==> src/rtl/hdmi_packet_assembler_pkg.sv <==
// Shared HDMI definitions for the data-island path.
// Contents:
//   - BCH ECC polynomial constant
//   - next_ecc: one bit step of the BCH parity generator
//   - packet length and header/subpacket data widths
package hdmi_packet_assembler_pkg;

    localparam logic [7:0] ECC_POLY   = 8'h83;
    localparam int         PACKET_LEN = 32;
    localparam int         HEADER_W   = 24;
    localparam int         SUB_W      = 56;

    // Shift the parity right by one and fold in the polynomial whenever the
    // outgoing parity bit disagrees with the incoming data bit.
    function automatic logic [7:0] next_ecc(input logic [7:0] e, input logic b);
        return (e >> 1) ^ ((e[0] ^ b) ? ECC_POLY : 8'h00);
    endfunction

endpackage

==> src/rtl/hdmi_packet_assembler.sv <==
// Serializes one HDMI data-island packet (24-bit header + four 56-bit
// subpackets) into 32 consecutive 9-bit words, generating the BCH parity of
// every lane on the fly and emitting it in the tail of the packet.
// Ports:
//   clk_pixel          - pixel clock
//   reset              - synchronous, active-high
//   data_island_period - high while packet words are being sent
//   header             - HB2:HB0, HB0 in [7:0]
//   sub[3:0]           - subpackets 0..3, byte 0 in [7:0]
//   packet_data        - current 9-bit word (combinational from counter/inputs)
//   packet_enable      - asks the source for the next packet
//   counter            - word position within the packet, 0..31
module hdmi_packet_assembler
    import hdmi_packet_assembler_pkg::*;
(
    input  logic                clk_pixel,
    input  logic                reset,
    input  logic                data_island_period,
    input  logic [HEADER_W-1:0] header,
    input  logic [SUB_W-1:0]    sub [3:0],
    output logic [8:0]          packet_data,
    output logic                packet_enable,
    output logic [4:0]          counter
);

    // Lanes 0..3 cover the subpackets, lane 4 covers the header.
    logic [7:0]  parity [4:0];
    logic [31:0] bch4;
    logic [63:0] bch [3:0];
    logic [5:0]  bit_even;
    logic [5:0]  bit_odd;
    logic        packet_last;
    logic        lane_clear;

    assign bit_even      = {counter, 1'b0};
    assign bit_odd       = {counter, 1'b1};
    assign packet_last   = (counter == 5'(PACKET_LEN - 1));
    // Parity restarts on reset, on abort, and after the final word.
    assign lane_clear    = reset || !data_island_period || packet_last;
    assign packet_enable = data_island_period && (counter == 5'd0);

    always_ff @(posedge clk_pixel) begin
        if (reset || !data_island_period) begin
            counter <= 5'd0;
        end else begin
            counter <= counter + 5'd1;   // wraps 31 -> 0 for back-to-back packets
        end
    end

    // Once the data bits of a lane are exhausted the parity is held, so the
    // upper index range of each bch word streams out the finished ECC.
    assign bch4           = {parity[4], header};
    assign packet_data[0] = bch4[counter];

    generate
        for (genvar gi = 0; gi < 5; gi++) begin : g_lane
            if (gi == 4) begin : g_header
                always_ff @(posedge clk_pixel) begin
                    if (lane_clear) begin
                        parity[gi] <= 8'h00;
                    end else if (counter < 5'(HEADER_W)) begin
                        parity[gi] <= next_ecc(parity[gi], header[counter]);
                    end
                end
            end else begin : g_sub
                // Two subpacket bits per word, so two ECC steps per clock.
                always_ff @(posedge clk_pixel) begin
                    if (lane_clear) begin
                        parity[gi] <= 8'h00;
                    end else if (counter < 5'(SUB_W / 2)) begin
                        parity[gi] <= next_ecc(next_ecc(parity[gi], sub[gi][bit_even]),
                                               sub[gi][bit_odd]);
                    end
                end

                assign bch[gi]              = {parity[gi], sub[gi]};
                assign packet_data[1 + gi]  = bch[gi][bit_even];
                assign packet_data[5 + gi]  = bch[gi][bit_odd];
            end
        end
    endgenerate

endmodule

==> config.mk <==
export PLATFORM = sky130hd
export DESIGN_NAME = hdmi_packet_assembler
export DESIGN_NICKNAME = d
export VERILOG_FILES = /design/src/rtl/hdmi_packet_assembler_pkg.sv /design/src/rtl/hdmi_packet_assembler.sv
export SDC_FILE = /design/constraint.sdc
export NUM_CORES = 1
export LEC_CHECK = 0
export BUFFER_PORTS_ARGS = -buffer_cell sky130_fd_sc_hd__buf_4
export CAP_MARGIN = 20
export CORE_ASPECT_RATIO = 1.25
export CORE_MARGIN = 2
export CORE_UTILIZATION = 40
export DETAILED_ROUTE_END_ITERATION = 6
export GPL_ROUTABILITY_DRIVEN = 0
export PLACE_DENSITY_LB_ADDON = 0.3
export SLEW_MARGIN = 20
export SYNTH_ARGS = -nofsm -noshare
export SYNTH_HDL_FRONTEND = slang
export SYNTH_SLANG_ARGS = --single-unit
==> constraint.sdc <==
create_clock -name clk_pixel -period 5.4 [get_ports clk_pixel]
set_input_delay 0.81 -clock clk_pixel [delete_from_list [all_inputs] [get_ports clk_pixel]]
set_output_delay 0.81 -clock clk_pixel [all_outputs]
set_load 0.01 [all_outputs]
Word level (Yosys, flattened, before mapping)
Memory sizes are Yosys's and may differ from the RTL's.
Cells that the tools add are included.
- order comparisons: 5
- bitwise operators: 23
- $add $sub $neg: 1
- equal/unequal tests: 1
- reduce and logical (&&, ||, !) cells: 5
- mux-type cells: 58
- operators with widths (cell ; number):
    $mux 8 ; 14
    $bmux 1 s5 ; 18
    $xor 7x8->8 ; 9
    $mux 1 ; 26
    $lt 6x7->1 const B ; 2
    $lt 5x5->1 const B ; 2
    $xor 1x1->1 ; 9
    $lt 5x6->1 const B ; 1
    $add 5x1->5 const B ; 1
    $eq 5x5->1 const B ; 1
    $logic_not 5->1 ; 1
    $or 1x1->1 ; 5
    $logic_or 1x1->1 ; 2
    $logic_and 1x1->1 ; 1
    $logic_not 1->1 ; 1
- logic and storage cells: 95
- memory bits (writable): 40
- bits of input ports: 251
- register bits after elaboration: 5
- memories kept: 1
- output and inout bits: 15
- memory list (name ; words ; bits a word ; rd ports ; clocked after Yosys merged registers in ; write ports ; line ; RTL):
    parity ; 5 ; 8 ; 5 ; 0 ; 5 ; hdmi_packet_assembler.sv:27 ; logic [7:0] parity [4:0];

Logic depth before layout (Yosys ltp)
Gate-level depths: netlist (run 1).
- depth after elaboration: 9
- depth in mapped cells: 10
- mapped depth without buffers: 6

Least setup slack after synthesis (run 1)
No wires, ideal clock.
- path type: register -> output
- start point: register counter[2]
- end point: output packet_data[0]
- cell stages (with the launch flop): 9
- slack: 2605 ps
- path buffers: 4
- data required time: 4590 ps
- data arrival time: 1985 ps
- cell sequence: dfxtp_1 -> buf_2 -> buf_2 -> buf_1 -> buf_2 -> mux2_2 -> nand2_1 -> o21ai_0 -> a21o_1
- cells in the longest elaborated chain, start to end: 2
- RTL lines (what ; line ; RTL):
    from (decl) ; hdmi_packet_assembler.sv:23 ; output logic [4:0] counter
    from (signal assigned) ; hdmi_packet_assembler.sv:46 ; counter <= counter + 5'd1;
    $bmux 1 s5 ; hdmi_packet_assembler.sv:53 ; assign packet_data[0] = bch4[counter];
    $mux 1 (not written as such) ; hdmi_packet_assembler.sv:53 ;
    to (decl) ; hdmi_packet_assembler.sv:21 ; output logic [8:0] packet_data,
Every way passes these cells. The select of a mux whose other input is x is not followed.

Final worst setup path (run 1)
- start point: register counter[1]
- end point: output packet_data[1]
- cells in the longest elaborated chain, start to end: 2
- RTL lines (what ; line ; RTL):
    $bmux 1 s5 ; hdmi_packet_assembler.sv:77 ; assign packet_data[1 + gi] = bch[gi][bit_even];
    $mux 1 (not written as such) ; hdmi_packet_assembler.sv:77 ;
Every way passes these cells. The select of a mux whose other input is x is not followed.

==> run summary, run 1 <==
Die X = 101.2 µm
GR Overflow Total = 0
# Max-Cap Violations = 0
CP top delay family = flip-flops
ys flop type = edfxtp_1
Site Rows = 44
Util after Layout = 59.26%
Pleak = 0.002948 µW
post-CTS repair timing setup buffer count = 0
first-pass GRT wire length = 26230 µm
clk slew on worst S/H paths = 0.06 ns
CP Launch Type = register
all-layer global routing usage = 27.25%
period utilisation layout = 68.22%
slowest CP cell = dfxtp_4
Final ANT Viol Nets = 0
initial antenna violation count = 4
Layout Nets = 897
# setup viols final = 0
Detailed Place HPWL = 14320 µm
Post-Syn Area = 4722 µm²
core footprint = 11560 µm²
CP endpoint kind = primary output
CTS Buf Count = 5
pin count of the biggest net entering global routing = 66
DRT Wirelength = 18060 µm
commonest non-fill, non-tap cell in the layout = buf_4
CP endpoint = packet_data[1]
CP bufs+invs = 2
CP most frequent cell = buf_4
Critical R2R Capture = parity[3][1]
status = complete, no violations
fin cells = 785
Final Hold Fails = 0
DRC viols = 0
most frequent cells in the layout = buf_4 (271), mux4_2 (51), edfxtp_1 (40), and3_1 (25), nand2_1 (24)
die area = 12700 µm²
Root Buffer = clkbuf_16
routed via count = 4745
Setup Skew = 0.002566 ns
vias per std cell = 6.045
Fmax = 0.2715 GHz
Worst path max stage delay = 0.81 ns
PortBufs = 265
flop and latch count out of synthesis = 45
vias in the first global route = 4803
RSZ-0062 raised after global routing = false
pre-CTS setup slack = 1.992 ns
drt first pass iters = 5
H-Tree Depth = 2
PwrDens = 158.0 nW/µm²
CP Cell Sequence = buf_4 > mux4_2 > mux2i_1 > o211ai_1 > nand2_1 > o21ai_1 > buf_4
TritonCTS clock tree = built
Post-CTS Hold Buffers = 0
WL per Instance = 23.01 µm
CP Data Arrival Time = 2.87 ns
distinct cell type count after synthesis = 52
Peak supply drop = 0.1805 mV
worst skew pair latency = 0.29 ns
final setup margin = 1.716 ns
cell count after synthesis = 399
CTS sink cnt = 45
syn_area_per_cell = 11.83 µm²
CP Depth = 7
Inst Count DP = 773
ys async rst share = 0%
worst reg2reg path depth = 7
IO Pins = 266
Max Slew Vio Count = 0
DRT iter0 DRCs = 349
WS Path Type = register to primary output
crit path time final = 3.684 ns
Area Overhead vs Synth = 45.10%
worst hold margin = 0.5534 ns
worst setup path startpoint = counter[1]
crit path max fanout = 47
CTS resizes = 0
EDFF count, synth = 40
Worst R2R Start = counter[1]
synthesis warning total = 0
relative slew slack = 30.19%
Max clock buf depth = 2
Worst Hold Class = register to register
synthesized net count = 653
Starting Density = 40.84%
setup TNS after final layout = 0 ns
register area share after synthesis = 27.56%
hold path start = parity[4][7]
worst-margin pin slew = 1.045 ns
Required @ worst endpoint = 4.59 ns
share of cells above drive strength 1 = 55.75%
Die Ht = 125.5 µm
R2R Setup Slk = 2.13 ns
==> metrics by stage <==
| stage | power [µW] | area [µm²] |
|---|---|---|
| 6_report | 1083 | 6852 |
| 5_1_grt | 1119 | 6847 |
| 4_1_cts | 1081 | 6817 |
| 3_5_place_dp | 773.4 | 6664 |
| 3_3_place_gp | 763.2 | 6664 |
| 2_1_floorplan | 591.7 | 4722 |
==> logic make-up (layout without fill, tap and decap cells) <==
family	count (synthesis)	after routing	share of synthesized area, %
multiplexers	84	84	34.87
AND/OR/NAND/NOR	119	119	14.49
buffers and inverters	48	293	6.863
AO/OA/AOI/OAI	93	93	14.12
flip-flops	45	45	27.56
XOR/XNOR	7	7	1.298
adder cells (fa/ha/maj)	3	3	0.7950
other	0	3	0
==> per-layer routing <==
metal / part of all wire (%) / up-vias / global-route usage, %
met4: 3.2 / 2 / 9.698
met1: 35 / 2338 / 30.58
li1: - / 2135 / -
met2: 51 / 233 / 47.41
met5: 0.089 / - / 0
met3: 11 / 37 / 9.279
==> worst min-delay path by stage <==
stage / endpoint / slack [ns] / depth (start not counted)
global placement: parity[4][3] / 0.53 / 1
floorplan: parity[4][5] / 0.52 / 1
detailed placement: parity[4][2] / 0.54 / 1
CTS: parity[4][6] / 0.56 / 1
finish: parity[4][6] / 0.55 / 1
global route: parity[4][3] / 0.58 / 1
==> state kept, by name, indices dropped and copies added (netlist names) <==
register / count
parity: 40
counter: 5
==> report_power, final <==
group / leakage, µW / switching, µW / total, µW / internal [µW]
registers: 0.000530 / 18.6 / 409 / 390
clock network: 0.0000769 / 128 / 311 / 184
logic: 0.00234 / 129 / 362 / 233
total: 0.00295 / 275 / 1080 / 808
==> area by class of cell <==
class	count	area [µm²]
antenna	3	7.507
clock buffer	6	138.9
clock inverter	2	13.76
fill	997	4710
inverter	13	48.80
multi-input combinational	306	3097
sequential	45	1311
tap	138	172.7
timing repair buffer	272	2062
==> cells in the mapped netlist (6+ instances only) <==
cell,instances,area [µm²]
mux4_2,51,1149
edfxtp_1,40,1201
and3_1,25,156.4
nand2_1,24,90.09
mux2_2,17,191.4
a21oi_1,13,65.06
nor2_1,12,45.04
nor2b_1,11,68.82
a211oi_1,9,67.56
clkbuf_1,9,33.78
inv_1,9,33.78
mux4_1,9,236.5
a21boi_1,8,60.06
a221oi_1,8,70.07
o211ai_1,8,60.06
o21ai_0,8,40.04
o22ai_1,8,50.05
and2_1,7,43.79
buf_6,7,78.83
mux2i_1,7,70.07
nor3_1,7,35.03
buf_2,6,30.03
o21a_1,6,45.04
No activity file was read; power rests on OpenSTA's default activity.
==> run 2, diff against run 1 <==
==> constraint.sdc (replaced) <==
create_clock -name clk_pixel -period 3.85 [get_ports clk_pixel]
set_input_delay 0.5775 -clock clk_pixel [delete_from_list [all_inputs] [get_ports clk_pixel]]
set_output_delay 0.5775 -clock clk_pixel [all_outputs]
set_load 0.01 [all_outputs]
==> run 2 against run 1 <==
Design area hardly changed. Routed wire length shrank 2.1%. Combinational power increased by 37%. Critical path type unchanged. Critical endpoint is now packet_data[5]. Largest cell class unchanged.
==> run summary, run 2 (same netlist as run 1, synthesis figures left out) <==
status = complete, no violations
worst hold margin = 0.5636 ns
worst skew pair latency = 0.29 ns
CTS sink cnt = 45
Biggest register = parity
GR Overflow Total = 0
Worst Hold Class = register to register
Peak supply drop = 0.1756 mV
TritonCTS clock tree = built
Detail Route met2 WL = 9173 µm
WL met3 = 1891 µm
# setup viols final = 0
clk slew on worst S/H paths = 0.06 ns
first-pass GRT wire length = 26050 µm
WS Path Type = register to primary output
die area = 12700 µm²
H-Tree Depth = 2
Largest regs = parity (40), counter (5)
initial antenna violation count = 6
Fmax = 0.3078 GHz
Util after Layout = 59.24%
period utilisation layout = 84.38%
worst-margin pin slew = 1.058 ns
CP Cell Sequence = buf_4 > mux4_2 > a21boi_1 > o41a_1 > o22ai_1 > buf_4
Post-CTS Hold Buffers = 0
max FFs per register = 40
vias per std cell = 6.064
highest routed layer = met5
CP top delay family = flip-flops
core footprint = 11560 µm²
most frequent cells in the layout = buf_4 (273), mux4_2 (51), edfxtp_1 (40), and3_1 (25), nand2_1 (24)
CTS resizes = 0
Required @ worst endpoint = 3.27 ns
routed via count = 4772
Die Ht = 125.5 µm
share of cells above drive strength 1 = 55.73%
Final ANT Viol Nets = 0
PwrDens = 219.3 nW/µm²
CP bufs+invs = 2
pin count of the biggest net entering global routing = 47
final setup margin = 0.6012 ns
Area Overhead vs Synth = 45.05%
slowest CP cell = dfxtp_4
commonest non-fill, non-tap cell in the layout = buf_4
all-layer global routing usage = 26.80%
WL met1 = 6269 µm
Pleak = 0.002948 µW
CP Data Arrival Time = 2.67 ns
setup TNS after final layout = 0 ns
Max Slew Vio Count = 0
# Max-Cap Violations = 0
CP Launch Type = register
relative slew slack = 29.34%
crit path max fanout = 46
Layout Nets = 899
pre-CTS setup slack = 0.7824 ns
Setup Skew = 0.006559 ns
Root Buffer = clkbuf_16
IO Pins = 266
drt first pass iters = 6
Starting Density = 40.84%
Die X = 101.2 µm
DRT Wirelength = 17680 µm
CP most frequent cell = buf_4
WL per Instance = 22.47 µm
RSZ-0062 raised after global routing = false
PortBufs = 265
CTS Buf Count = 5
post-CTS repair timing setup buffer count = 0
Final Hold Fails = 0
DRT iter0 DRCs = 434
crit path time final = 3.249 ns
DRC viols = 0
Max clock buf depth = 2
Detailed Place HPWL = 14030 µm
Worst path max stage delay = 0.80 ns
vias in the first global route = 4788
CP endpoint kind = primary output
Site Rows = 44
[run 2: cell types whose count changed in the layout (fill, tap and decap cells not counted), sizes merged]
| cell | before | now |
|---|---|---|
| buf | 272 | 274 |
| clkbuf | 6 | 5 |
| clkinv | 6 | 7 |
[run 2: worst register-to-register path: cells and delay by family (launching register included)]
family / cells / cell delay (ns)
adder cells (fa/ha/maj): 2 / 0.53
AND/OR/NAND/NOR: 4 / 1.85
flip-flops: 1 / 0.55
[run 2: metal layers]
layer	vias up	track usage, %
met5	-	0
met4	6	6.598
met3	29	7.993
met2	258	46.75
met1	2341	32.05
li1	2138	-
[run 2: layout make-up]
type	instances	area (µm²)
Antenna cell	3	7.507
Clock buffer	5	125.1
Fill cell	969	4712
Multi-Input combinational cell	306	3097
Inverter	13	48.80
Timing Repair Buffer	274	2069
Sequential cell	45	1311
Tap cell	138	172.7
Clock inverter	3	17.52
[run 2: power by group]
part           switching [µW]  internal, µW
clock network             187           238
logic                     171           326
registers                32.8           548
total                     390          1110
[run 2: path summary, 6_finish.rpt]
kind                              startpoint        endpoint  slack (ns)  depth (start not counted)
worst min register to register  parity[4][3]    parity[4][2]        0.56                          1
worst min-delay path            parity[4][3]    parity[4][2]        0.56                          1
worst max-delay path              counter[0]  packet_data[5]        0.60                          6
worst max register to register    counter[0]    parity[3][0]        0.75                          6
[run 2: through the flow]
step	instances	area [µm²]	total power, µW
2_1_floorplan	399	4722	829.9
3_3_place_gp	776	6699	1071
3_5_place_dp	776	6699	1085
4_1_cts	784	6842	1496
5_1_grt	785	6844	1558
6_report	787	6849	1502
==> run 3, diff against run 2 <==
--- a/config.mk
+++ b/config.mk
@@ -5,6 +5,7 @@
 export SDC_FILE = /design/constraint.sdc
 export NUM_CORES = 1
 export LEC_CHECK = 0
+export ABC_AREA = 1
 export BUFFER_PORTS_ARGS = -buffer_cell sky130_fd_sc_hd__buf_4
 export CAP_MARGIN = 20
 export CORE_ASPECT_RATIO = 1.25
==> constraint.sdc (replaced) <==
create_clock -name clk_pixel -period 3.3 [get_ports clk_pixel]
set_input_delay 0.495 -clock clk_pixel [delete_from_list [all_inputs] [get_ports clk_pixel]]
set_output_delay 0.495 -clock clk_pixel [all_outputs]
set_load 0.01 [all_outputs]
==> run 3 against run 2 <==
Core utilization fell by 0.56 points. Setup slack got worse by 0.12 ns. Area after synthesis rose by 12%.
==> run summary, run 3 <==
CP Launch Type = register
Final Hold Fails = 0
crit path time final = 2.819 ns
net switching power = 607.2 µW
CP endpoint kind = primary output
final setup margin = 0.4808 ns
Max Slew Vio Count = 0
WS Path Type = register to primary output
Comb power frac = 37.6%
CTS sink cnt = 45
TritonCTS clock tree = built
DRT iter0 DRCs = 684
pre-CTS setup slack = 0.8267 ns
Area Overhead vs Synth = 41.81%
Starting Density = 41.38%
PwrDens = 262.0 nW/µm²
top-area cell type share of the netlist area = 30.60%
die area = 14160 µm²
post-synthesis mux area share = 0%
worst-margin pin slew = 0.5700 ns
max FFs per register = 40
post-CTS repair timing setup buffer count = 0
ys flop type = edfxtp_1
drt first pass iters = 5
Pleak = 0.004105 µW
worst reg2reg path depth = 14
Biggest register = parity
crit path max fanout = 59
Internal = 1357 µW
Fmax = 0.3547 GHz
compound-gate portion of the synthesized area = 11.38%
Sw Ratio = 30.91%
Max clock buf depth = 2
WL per Instance = 15.48 µm
Site Rows = 46
Inst Count DP = 1379
period utilisation layout = 85.43%
status = complete, no violations
Setup Skew = 0.008053 ns
Diodes inserted = 0
Worst Hold Class = input pin to register
Root Buffer = clkbuf_16
Detailed Place HPWL = 16500 µm
fin cells = 1387
initial antenna violation count = 0
distinct cell type count after synthesis = 25
flop and latch count out of synthesis = 45
share of cells above drive strength 1 = 24.53%
commonest non-fill, non-tap cell in the layout = nand2_1
setup TNS after final layout = 0 ns
Clock power frac = 28.8%
xor and xnor area share after synthesis = 0%
Critical R2R Capture = parity[3][1]
relative slew slack = 61.96%
CTS resizes = 0
top-count cell post-synth = nand2_1
Largest regs = parity (40), counter (5)
vias per std cell = 5.033
synthesis warning total = 0
Die X = 106.8 µm
most frequent cells in the layout = nand2_1 (431), buf_4 (278), nor2_1 (112), inv_1 (111), nand3_1 (94)
Post-CTS Hold Buffers = 0
pin count of the biggest net entering global routing = 85
CP Data Arrival Time = 2.32 ns
cell count after synthesis = 984
core footprint = 12780 µm²
all-layer global routing usage = 29.01%
routed via count = 6981
syn_area_per_cell = 5.374 µm²
Die Ht = 132.5 µm
GR Overflow Total = 0
clk slew on worst S/H paths = 0.06 ns
hold path depth = 4
CTS Buf Count = 5
R2R Setup Slk = 0.75 ns
IO Pins = 266
area leader, netlist = nand2_1
worst setup path startpoint = counter[0]
Final ANT Viol Nets = 0
register area share after synthesis = 24.61%
EDFF count, synth = 40
synthesized net count = 1238
Seq pwr share = 33.6%
worst skew pair latency = 0.28 ns
Peak supply drop = 0.2565 mV
hold path start = reset
Worst R2R Start = counter[0]
Required @ worst endpoint = 2.80 ns
H-Tree Depth = 2
PortBufs = 265
Hold EP = counter[3]
Post-Syn Area = 5288 µm²
Layout Nets = 1472
Fillers = 1310
main combinational cell family by area after synthesis = simple AND/OR/NAND/NOR gates
vias in the first global route = 6513
first-pass GRT wire length = 32840 µm
# setup viols final = 0
DRC viols = 0
ys async rst share = 0%
synth top area cells = nand2_1 (31%), edfxtp_1 (23%), nand3_1 (8.9%)
# Max-Cap Violations = 0
adder-cell share of the synthesized area = 0.7099%
Synth Area in Simple Gates = 49.05%
synth cell count leaders = nand2_1 (431), nor2_1 (112), inv_1 (111)
DRT Wirelength = 21470 µm
RSZ-0062 raised after global routing = false
==> run 3: cell types whose count changed after synthesis, sizes merged, moves of 32 or more <==
| cell | previous run | this run |
|---|---|---|
| a21oi | 13 | 45 |
| nand2 | 24 | 431 |
| inv | 9 | 114 |
| o21ai | 13 | 66 |
| nand3 | 8 | 94 |
| nor2 | 12 | 116 |
| mux4 | 60 | 0 |
==> run 3: per-stage QoR <==
stage / total power [µW] / cell area (µm²) / utilization (%) / hold WS (ns)
final: 1964 / 7498 / 58.69 / 0.5106
after global routing: 2078 / 7498 / 58.69 / 0.5200
after CTS: 1964 / 7498 / 58.69 / 0.5084
after detailed placement: 1402 / 7331 / 57.37 / 0.5547
after global placement: 1395 / 7331 / 57.37 / 0.5348
after floorplan: 1053 / 5288 / - / 0.5281
==> run 3: cell families (layout without fill, tap and decap cells) <==
kind of cell | after synthesis | count (layout)
buffers and inverters | 169 | 404
AND/OR/NAND/NOR | 650 | 650
adder cells (fa/ha/maj) | 3 | 3
AO/OA/AOI/OAI | 117 | 117
flip-flops | 45 | 45
==> run 3: metal layers <==
metal  part of all wire (%)  track usage (%)
met1                     41            35.45
met2                     49            51.59
met3                    7.3            4.384
met4                    3.3            9.596
met5                      0                0
==> run 3: worst max-delay path, stage by stage (launching register included) <==
cell and delay (ns):
dfxtp_4 0.47, buf_4 0.51, nand2_1 0.12, nand3_1 0.10, nand2_1 0.06, nand2_1 0.06
nand4_1 0.24, nand2_1 0.20, nand2_1 0.10, buf_4 0.15
==> run 3: layout make-up <==
type	count	area [µm²]	area share, %
clock buffers	6	128.9	1.719
clock inverters	2	38.79	0.5173
inverters	115	434.2	5.790
multi-input cells	770	3233	43.12
flip-flops and latches	45	1306	17.42
well taps	168	210.2	2.803
repair buffers	281	2147	28.63
==> run 3: worst max path at each step <==
stage,to,cells after the start
2_1_floorplan,packet_data[0],8
3_3_place_gp,packet_data[4],12
3_5_place_dp,parity[3][1],14
4_1_cts,packet_data[6],12
5_1_grt,packet_data[3],10
6_report,packet_data[5],9
==> run 3: power groups by stage <==
stage          registers [µW]  logic [µW]  clock network, µW
3_3_place_gp              670         725                  0
5_1_grt                   663         823                593
6_report                  659         739                565
4_1_cts                   659         736                569
3_5_place_dp              671         731                  0
2_1_floorplan             664         389                  0
